$ cat src/rtl/imem_boot_loader.sv
// -----------------------------------------------------------------------------
// imem_boot_loader
//
// Loads the instruction memory from an external byte stream and keeps the CPU
// held (PC at 0) until the image is complete. Stream format: one length byte
// N (0..DEPTH), then N big-endian 32-bit words. A single-cycle load_i pulse
// restarts the sequence from any state, so a new image can be loaded without
// a system reset.
//
// Optional feature macro: BOOT_CHECKSUM_EN
//   When defined, one trailing byte equal to the modulo-256 sum of all data
//   bytes is required after the last word (also when N == 0, where it must be
//   0x00). A mismatch aborts the load into the error state.
//
// Ports:
//   clk_i          system clock, rising edge
//   rst_i          asynchronous active-high reset
//   load_i         single-cycle pulse, restarts the load sequence
//   byte_valid_i   source presents a byte on byte_data_i
//   byte_data_i    stream byte
//   byte_ready_o   loader accepts a byte this cycle
//   mem_we_o       instruction RAM write enable (one-cycle pulse)
//   mem_waddr_o    word address of the write (holds when mem_we_o = 0)
//   mem_wdata_o    write data (holds when mem_we_o = 0)
//   cpu_hold_o     1 holds the CPU
//   done_o         image loaded, CPU running
//   err_o          load aborted; sticky until the next load or reset
// -----------------------------------------------------------------------------
module imem_boot_loader #(
  parameter int DEPTH = 32,
  parameter int AW    = 5
) (
  input  logic          clk_i,
  input  logic          rst_i,
  input  logic          load_i,
  input  logic          byte_valid_i,
  input  logic [7:0]    byte_data_i,
  output logic          byte_ready_o,
  output logic          mem_we_o,
  output logic [AW-1:0] mem_waddr_o,
  output logic [31:0]   mem_wdata_o,
  output logic          cpu_hold_o,
  output logic          done_o,
  output logic          err_o
);

`ifdef BOOT_CHECKSUM_EN
  typedef enum logic [2:0] {S_LEN, S_DATA, S_WRITE, S_RUN, S_ERR, S_CSUM} state_t;
`else
  typedef enum logic [2:0] {S_LEN, S_DATA, S_WRITE, S_RUN, S_ERR} state_t;
`endif

  localparam logic [7:0] DEPTH_B = 8'(DEPTH);

  state_t        state_q, state_d;
  logic [AW:0]   len_q, len_d;     // one extra bit so N == DEPTH fits
  logic [AW:0]   idx_q, idx_d;
  logic [AW:0]   idx_inc;
  logic [1:0]    cnt_q, cnt_d;
  logic [23:0]   word_q, word_d;   // first three bytes of the word in flight
  logic [AW-1:0] waddr_q, waddr_d;
  logic [31:0]   wdata_q, wdata_d;
  logic [7:0]    csum_q, csum_d;
  logic          xfer;

  always_ff @(posedge clk_i or posedge rst_i) begin
    if (rst_i) begin
      state_q <= S_LEN;
      len_q   <= '0;
      idx_q   <= '0;
      cnt_q   <= '0;
      word_q  <= '0;
      waddr_q <= '0;
      wdata_q <= '0;
      csum_q  <= '0;
    end else begin
      state_q <= state_d;
      len_q   <= len_d;
      idx_q   <= idx_d;
      cnt_q   <= cnt_d;
      word_q  <= word_d;
      waddr_q <= waddr_d;
      wdata_q <= wdata_d;
      csum_q  <= csum_d;
    end
  end

  assign idx_inc = idx_q + 1'b1;
  assign xfer    = byte_valid_i && byte_ready_o;

  always_comb begin
    state_d = state_q;
    len_d   = len_q;
    idx_d   = idx_q;
    cnt_d   = cnt_q;
    word_d  = word_q;
    waddr_d = waddr_q;
    wdata_d = wdata_q;
    csum_d  = csum_q;

    case (state_q)
      S_LEN: begin
        if (xfer) begin
          csum_d = '0;
          if (byte_data_i == 8'd0) begin
`ifdef BOOT_CHECKSUM_EN
            state_d = S_CSUM;
`else
            state_d = S_RUN;
`endif
          end else if (byte_data_i > DEPTH_B) begin
            state_d = S_ERR;
          end else begin
            len_d   = byte_data_i[AW:0];
            idx_d   = '0;
            cnt_d   = '0;
            state_d = S_DATA;
          end
        end
      end
      S_DATA: begin
        if (xfer) begin
          csum_d = csum_q + byte_data_i;
          if (cnt_q == 2'd3) begin
            // Address and data are captured here so they stay stable after
            // the write while idx_q moves on.
            waddr_d = idx_q[AW-1:0];
            wdata_d = {word_q, byte_data_i};
            cnt_d   = '0;
            state_d = S_WRITE;
          end else begin
            word_d = {word_q[15:0], byte_data_i};
            cnt_d  = cnt_q + 2'd1;
          end
        end
      end
      S_WRITE: begin
        idx_d = idx_inc;
        if (idx_inc == len_q) begin
`ifdef BOOT_CHECKSUM_EN
          state_d = S_CSUM;
`else
          state_d = S_RUN;
`endif
        end else begin
          state_d = S_DATA;
        end
      end
`ifdef BOOT_CHECKSUM_EN
      S_CSUM: begin
        if (xfer) state_d = (byte_data_i == csum_q) ? S_RUN : S_ERR;
      end
`endif
      S_RUN:   state_d = S_RUN;
      S_ERR:   state_d = S_ERR;
      default: state_d = S_LEN;
    endcase

    // Load overrides everything decided above, including a byte accepted in
    // the same cycle. A write already in S_WRITE still goes out because
    // mem_we_o is decoded from the current state.
    if (load_i) begin
      state_d = S_LEN;
      idx_d   = '0;
      cnt_d   = '0;
      word_d  = '0;
      csum_d  = '0;
      waddr_d = waddr_q;
      wdata_d = wdata_q;
    end
  end

`ifdef BOOT_CHECKSUM_EN
  assign byte_ready_o = (state_q == S_LEN) || (state_q == S_DATA) || (state_q == S_CSUM);
`else
  assign byte_ready_o = (state_q == S_LEN) || (state_q == S_DATA);
`endif
  assign mem_we_o    = (state_q == S_WRITE);
  assign mem_waddr_o = waddr_q;
  assign mem_wdata_o = wdata_q;
  assign cpu_hold_o  = (state_q != S_RUN);
  assign done_o      = (state_q == S_RUN);
  assign err_o       = (state_q == S_ERR);

endmodule
$ cat config.mk
export PLATFORM = sky130hd
export DESIGN_NAME = imem_boot_loader
export DESIGN_NICKNAME = d
export VERILOG_FILES = /design/src/rtl/imem_boot_loader.sv
export SDC_FILE = /design/constraint.sdc
export NUM_CORES = 1
export LEC_CHECK = 0
export BUFFER_PORTS_ARGS = -buffer_cell sky130_fd_sc_hd__buf_2
export CAP_MARGIN = 30
export CORE_ASPECT_RATIO = 1.4
export CORE_UTILIZATION = 55
export DETAILED_ROUTE_END_ITERATION = 10
export GPL_TIMING_DRIVEN = 0
export PLACE_DENSITY = 0.81
export SYNTH_ARGS = -nofsm -noshare
export SYNTH_HDL_FRONTEND = slang
export SYNTH_SLANG_ARGS = --single-unit
$ cat constraint.sdc
create_clock -name clk_i -period 2.65 [get_ports clk_i]
set_input_delay 0.3975 -clock clk_i [delete_from_list [all_inputs] [get_ports clk_i]]
set_output_delay 0.3975 -clock clk_i [all_outputs]
set_load 0.05 [all_outputs]
==> results of run 1 <==
-- state kept, by name, indices dropped and copies added (netlist names) --
register,count
cnt_q,2
idx_q,6
len_q,6
mem_waddr_o,5
mem_wdata_o,32
state_q,3
word_q,24
-- logic make-up after synthesis --
family                     Yosys count  share of synthesized area [%]
muxes                               43                           14.2
buffers and inverters               25                           3.75
and+or+nand+nor                    103                           14.1
AOI/OAI and AO/OA                   46                           7.75
xor gates and xnor gates             8                           2.06
adders and majority gates            2                          0.735
DFF                                 78                           57.3
-- where the power goes --
part	switching [mW]	internal, mW	total [mW]
combinational	0.111	0.0756	0.186
clock	0.455	0.399	0.854
sequential	0.0259	1.22	1.25
total	0.592	1.70	2.29
-- cells in the final DEF (no fill, tap or decap), drive strengths merged, types with 2 or more instances in the layout --
master and n:
a21oi 29, a31oi 4, and3 2, buf 63, clkbuf 19, clkinv 3
dfrtp 78, ha 2, inv 8, mux2 43, nand2 59, nand2b 5
nand3 6, nand3b 2, nand4 2, nor2 13, nor3 6, o21ai 7
o32ai 2, or3 2, xnor2 5, xor2 3
-- final cells by class --
| cell class | count | area [um2] | area share (%) |
|---|---|---|---|
| Sequential cell | 78 | 1950 | 49.1 |
| Clock inverter | 5 | 42.5 | 1.07 |
| Multi-Input combinational cell | 202 | 1330 | 33.3 |
| Inverter | 7 | 28.8 | 0.724 |
| Tap cell | 70 | 87.6 | 2.20 |
| Buffer | 18 | 101 | 2.55 |
| Clock buffer | 11 | 151 | 3.81 |
| Timing Repair Buffer | 53 | 288 | 7.24 |
-- layer usage --
layer / up-vias / share of wire [%]
met4: 0 / 2.5
met3: 17 / 3.7
met5: - / 0
li1: 1172 / -
met2: 65 / 50
met1: 1235 / 43
-- Yosys cell counts (all sizes together), types with 2 or more instances --
master / count / share of area [%]
dfrtp: 78 / 57
nand2: 59 / 6.5
mux2: 43 / 14
a21oi: 29 / 4.3
nor2: 13 / 1.4
buf: 10 / 2.1
clkbuf: 8 / 0.88
inv: 7 / 0.77
o21ai: 7 / 1.2
nand3: 6 / 1.0
nor3: 6 / 1.2
nand2b: 5 / 0.92
xnor2: 5 / 1.3
a31oi: 4 / 0.73
xor2: 3 / 0.77
and3: 2 / 0.37
ha: 2 / 0.73
nand3b: 2 / 0.44
nand4: 2 / 0.37
o32ai: 2 / 0.51
or3: 2 / 0.37
-- worst max-delay path by stage --
stage	from	endpoint	slack, ps
2_1_floorplan	state_q[2]	mem_wdata_o[0]	7
3_3_place_gp	rst_i	mem_wdata_o[0]	-570
3_5_place_dp	byte_data_i[0]	len_q[5]	370
4_1_cts	state_q[2]	mem_wdata_o[4]	430
5_1_grt	state_q[2]	mem_wdata_o[13]	290
6_report	state_q[2]	mem_wdata_o[13]	450
-- metrics by stage --
step	area, um2	util (%)	std cells
floorplan	3400	-	305
global placement	3750	63.6	427
detailed placement	3780	64.1	428
CTS	3980	67.3	444
global route	3980	67.3	444
finish	3980	67.3	444
==> PnR_summary.wiki, run 1 <==
{| class="wikitable"
! Metric !! Value
|-
| Outcome || finished, final reports clean
|-
| Count of final setup violators || 0
|-
| Launch point of the worst reg-to-reg path || state_q[2]
|-
| Clock sinks || 78
|-
| IR Drop Worst-Case VDD || 0.000350 V
|-
| Cell count of the worst reg-to-reg path || 8
|-
| Routed vias || 2,489
|-
| Count of flip-flops with a built-in enable after synthesis || 0
|-
| # hold bufs at CTS || 0
|-
| Area of the mapped netlist || 0.00340 mm2
|-
| Post-synthesis cell count || 305
|-
| Unrepaired setup endpoints after global routing || no
|-
| Initial antenna violation count || 0
|-
| Slew Limit Headroom || 68.0%
|-
| Largest incremental delay on the critical path || 360 ps
|-
| Antenna-violating nets left || 0
|-
| Clock Latency Late Sink || 360 ps
|-
| Pin count of the biggest net entering global routing || 49
|-
| Detailed-routing iteration count for the pre-antenna-repair pass || 4
|-
| GRT Residual Overflow || 0
|-
| Count of antenna diodes in the layout || 0
|-
| Final hold vios || 0
|-
| Number of clock buffers inserted by TritonCTS || 9
|-
| Synthesized net count || 319
|-
| CTS tree || yes
|-
| Max-capacitance violation count || 0
|-
| Library cell used as clock root buffer || sky130_fd_sc_hd__clkbuf_8
|-
| Areal power density over the cells || 576 mW/mm2
|-
| Transition time at the pin with the least slew margin || 479 ps
|-
| Crit end category || flip-flop
|-
| All-Layer GR Usage || 23.3%
|-
| Port Buf Inserts || 52
|-
| Tmin final || 2200 ps
|-
| Global placement routability congestion || 0.835
|-
| Logic depth of the worst path, buffers included || 8
|-
| DIE WIDTH || 68.5 um
|-
| Final worst slack || 449 ps
|-
| Worst reg2reg path endpoint || mem_wdata_o[13]
|-
| Hold WS || 32.0 ps
|-
| Layout filler cell count || 430
|-
| Total wire length after detailed routing || 6630 um
|-
| Die Footprint || 0.00651 mm2
|-
| Vias in the first global route || 2,406
|-
| Data required time of the critical path || 2900 ps
|-
| Setup fix buffers added after clock tree synthesis || 0
|-
| Type of the tightest min-delay check || input pin to async pin
|-
| Area overhead of the layout relative to synthesis || 16.8%
|-
| Via/cell ratio || 5.61
|-
| Buffer and inverter count on the worst path || 3
|-
| Mean area per synthesized cell || 11.2 um2
|-
| Met2 track demand over resource in global routing || 37.8%
|-
| Level count of the clock H-tree || 3
|-
| Global-route wire length before repair || 10,900 um
|-
| Floorplan Core Area || 0.00590 mm2
|-
| Deepest clock path buffer count || 2
|-
| Flip-flop cell with the highest count after synthesis || sky130_fd_sc_hd__dfrtp_1
|-
| # rows || 33
|-
| DR DRC count || 0
|-
| Distinct cell type count of the synthesized netlist || 37
|-
| Total leakage power || 1.96 nW
|-
| DRT iter0 DRCs || 112
|-
| Final Max Tran Viols || 0
|-
| Die height || 95.1 um
|-
| CP delay by family, top || simple AND/OR/NAND/NOR gates
|-
| Global-route track usage on met1 || 28.4%
|-
| Pre-CTS setup slack || 371 ps
|-
| Setup CP Type || flip-flop to flip-flop
|-
| Highest attainable clock frequency || 0.454 GHz
|-
| Share of post-route cells with drive strength above 1 || 34.0%
|-
| Starting density of the core || 57.7%
|-
| Critical-path cell list || buf_2, nor2_1, nand2_1, nor3_1, and2_1, buf_4, buf_6, mux2_2
|-
| Setup TNS Final || 0 ps
|-
| Final #Nets || 383
|-
| Pwr Total || 2.29 mW
|-
| Global routing usage on met3 || 5.98%
|-
| Post-detail-place hpwl || 4740 um
|-
| Fraction of synthesis flops using an asynchronous set or reset pin || 100%
|-
| Sequential share of the synthesized area || 57.3%
|-
| CTS resizes || 0
|-
| Data arrival time of the worst path || 2450 ps
|-
| Ratio of final minimum period to clock period || 83.1%
|-
| Global routing's busiest layer || met2
|-
| Avg WL per Cell || 14.9 um
|-
| Count of boundary I/O pins || 54
|-
| Register bit count reported by yosys || 78
|-
| Synthesis Warnings || 0
|-
| Worst setup SP type || flip-flop
|-
| FF-to-FF setup slack || 450 ps
|-
| Clock-pin slew on the worst setup and hold paths || 90 ps
|-
| Largest fanout on the critical path || 10
|-
| Fin Clk Skew || 11.3 ps
|-
| Slowest library cell on the worst path || sky130_fd_sc_hd__dfrtp_1
|}
(Power assumes the default switching activity.)
==> run 2: changes to the inputs <==
==> constraint.sdc (replaced) <==
create_clock -name clk_i -period 2.2 [get_ports clk_i]
set_input_delay 0.33 -clock clk_i [delete_from_list [all_inputs] [get_ports clk_i]]
set_output_delay 0.33 -clock clk_i [all_outputs]
set_load 0.05 [all_outputs]
==> PnR_summary.wiki, run 2 (synthesis results as in run 1) <==
{| class="wikitable"
! Metric !! Value
|-
| Number of standard cells in the layout, taps in and fillers out || 446
|-
| Slowest library cell on the worst path || sky130_fd_sc_hd__dfrtp_1
|-
| GRT Residual Overflow || 0
|-
| DR DRC count || 0
|-
| Ratio of final minimum period to clock period || 93.7%
|-
| Clock Latency Late Sink || 350 ps
|-
| Highest attainable clock frequency || 0.485 GHz
|-
| Final Max Tran Viols || 0
|-
| Highest routed metal layer || met4
|-
| Setup TNS Final || 0 ps
|-
| CP delay by family, top || simple AND/OR/NAND/NOR gates
|-
| Max-capacitance violation count || 0
|-
| Fin Clk Skew || 7.63 ps
|-
| Data required time of the critical path || 2430 ps
|-
| Routed length on met1 || 2900 um
|-
| Count of antenna diodes in the layout || 0
|-
| Hold WS || 230 ps
|-
| Routed length on met3 || 228 um
|-
| CTS tree || yes
|-
| Share of post-route cells with drive strength above 1 || 34.6%
|-
| Count of boundary I/O pins || 54
|-
| Total leakage power || 1.96 nW
|-
| Transition time at the pin with the least slew margin || 512 ps
|-
| Floorplan Core Area || 0.00590 mm2
|-
| Avg WL per Cell || 15.2 um
|-
| Buffer and inverter count on the worst path || 3
|-
| Count of final setup violators || 0
|-
| Routed vias || 2,459
|-
| Die height || 95.1 um
|-
| Outcome || finished, final reports clean
|-
| DIE WIDTH || 68.5 um
|-
| Final hold vios || 0
|-
| Largest incremental delay on the critical path || 370 ps
|-
| Final worst slack || 139 ps
|-
| Global-route wire length before repair || 11,200 um
|-
| Areal power density over the cells || 701 mW/mm2
|-
| Type of the tightest min-delay check || input pin to flip-flop
|-
| Slew Limit Headroom || 65.8%
|-
| Tmin final || 2060 ps
|-
| Global placement routability congestion || 0.840
|-
| Final #Nets || 385
|-
| Layout filler cell count || 438
|-
| Clock-pin slew on the worst setup and hold paths || 90 ps
|-
| Level count of the clock H-tree || 3
|-
| Number of clock buffers inserted by TritonCTS || 9
|-
| Leading cell type in the layout, fill and taps excluded || sky130_fd_sc_hd__dfrtp_1
|-
| Met2 routed WL || 3550 um
|-
| All-Layer GR Usage || 23.4%
|-
| Library cell used as clock root buffer || sky130_fd_sc_hd__clkbuf_8
|-
| Unrepaired setup endpoints after global routing || no
|-
| Pwr Total || 2.82 mW
|-
| Vias in the first global route || 2,412
|-
| Via/cell ratio || 5.51
|-
| Starting density of the core || 57.7%
|-
| Clock sinks || 78
|-
| Detailed-routing iteration count for the pre-antenna-repair pass || 4
|-
| Port Buf Inserts || 52
|-
| Worst setup SP type || flip-flop
|-
| Max FFs per register || 32
|-
| Deepest clock path buffer count || 2
|-
| Setup fix buffers added after clock tree synthesis || 0
|-
| Largest fanout on the critical path || 10
|-
| Placed Cells incl. Taps || 429
|-
| Pre-CTS setup slack || 12.2 ps
|-
| Area overhead of the layout relative to synthesis || 18.1%
|-
| Data arrival time of the worst path || 2290 ps
|-
| DRT iter0 DRCs || 158
|-
| Total wire length after detailed routing || 6780 um
|-
| Crit end category || flip-flop
|-
| Setup CP Type || flip-flop to flip-flop
|-
| Commonest cells after routing, fill and taps aside || 78 x sky130_fd_sc_hd__dfrtp_1, 59 x sky130_fd_sc_hd__nand2_1, 58 x sky130_fd_sc_hd__buf_2, 42 x sky130_fd_sc_hd__mux2_2, 29 x sky130_fd_sc_hd__a21oi_1
|-
| IR Drop Worst-Case VDD || 0.000616 V
|-
| Post-detail-place hpwl || 4860 um
|-
| Initial antenna violation count || 0
|-
| # rows || 33
|-
| Critical-path cell list || buf_2, nor2_4, nand2_1, nor3_2, and2_1, buf_4, buf_6, mux2_2
|-
| Pin count of the biggest net entering global routing || 41
|-
| Antenna-violating nets left || 0
|-
| Die Footprint || 0.00651 mm2
|}
[run 2: path summary, 6_finish.rpt]
kind | startpoint | slack (ps) | cells past startpoint | end
setup reg to reg | state_q[2] | 140 | 8 | mem_waddr_o[2]
min in group asynchronous | rst_i | 460 | 3 | state_q[2]
hold reg to reg | mem_wdata_o[21] | 500 | 1 | mem_wdata_o[21]
setup / recovery | state_q[2] | 140 | 8 | mem_waddr_o[2]
max in group asynchronous | rst_i | 1060 | 5 | word_q[8]
hold / removal | byte_data_i[7] | 230 | 3 | word_q[7]
[run 2: routing by layer]
layer	global-route usage (%)	vias up
met5	0	-
met4	11.1	0
met3	3.59	10
met2	38.5	54
met1	29.6	1216
li1	-	1179
[run 2: cell type report]
| class | instances | area, um2 | area share, % |
|---|---|---|---|
| clock inverters | 7 | 78.8 | 1.96 |
| multi-input cells | 202 | 1340 | 33.3 |
| flip-flops and latches | 78 | 1950 | 48.5 |
| well taps | 70 | 87.6 | 2.18 |
| plain buffers | 18 | 101 | 2.52 |
| inverters | 7 | 30.0 | 0.747 |
| repair buffers | 55 | 310 | 7.72 |
| clock buffers | 9 | 124 | 3.08 |
[run 2: power by group]
part	total, mW	switching, mW	leakage (nW)	internal (mW)
Sequential	1.51	0.0365	1.08	1.47
Combinational	0.233	0.137	0.795	0.0955
Clock	1.08	0.544	0.0929	0.535
Total	2.82	0.717	1.96	2.10
[run 2: worst reg2reg max path: stages (launching register included)]
cell	delay (ps)
sky130_fd_sc_hd__dfrtp_1	370
sky130_fd_sc_hd__buf_2	180
sky130_fd_sc_hd__nor2_4	160
sky130_fd_sc_hd__nand2_1	160
sky130_fd_sc_hd__nor3_2	180
sky130_fd_sc_hd__and2_1	150
sky130_fd_sc_hd__buf_4	210
sky130_fd_sc_hd__buf_6	190
sky130_fd_sc_hd__mux2_2	350
[run 2: stage by stage]
| stage | area (um2) | util (%) |
|---|---|---|
| floorplan | 3420 | - |
| global placement | 3760 | 63.7 |
| detailed placement | 3800 | 64.4 |
| CTS | 4020 | 68.0 |
| global route | 4020 | 68.1 |
| finish | 4020 | 68.1 |
[run 2: what timing repair did]
item	CTS	global route
endpoints found under the setup margin	0	24
gates resized for setup	0	1
hold buffers	1	0
endpoints found under the hold margin	8	0
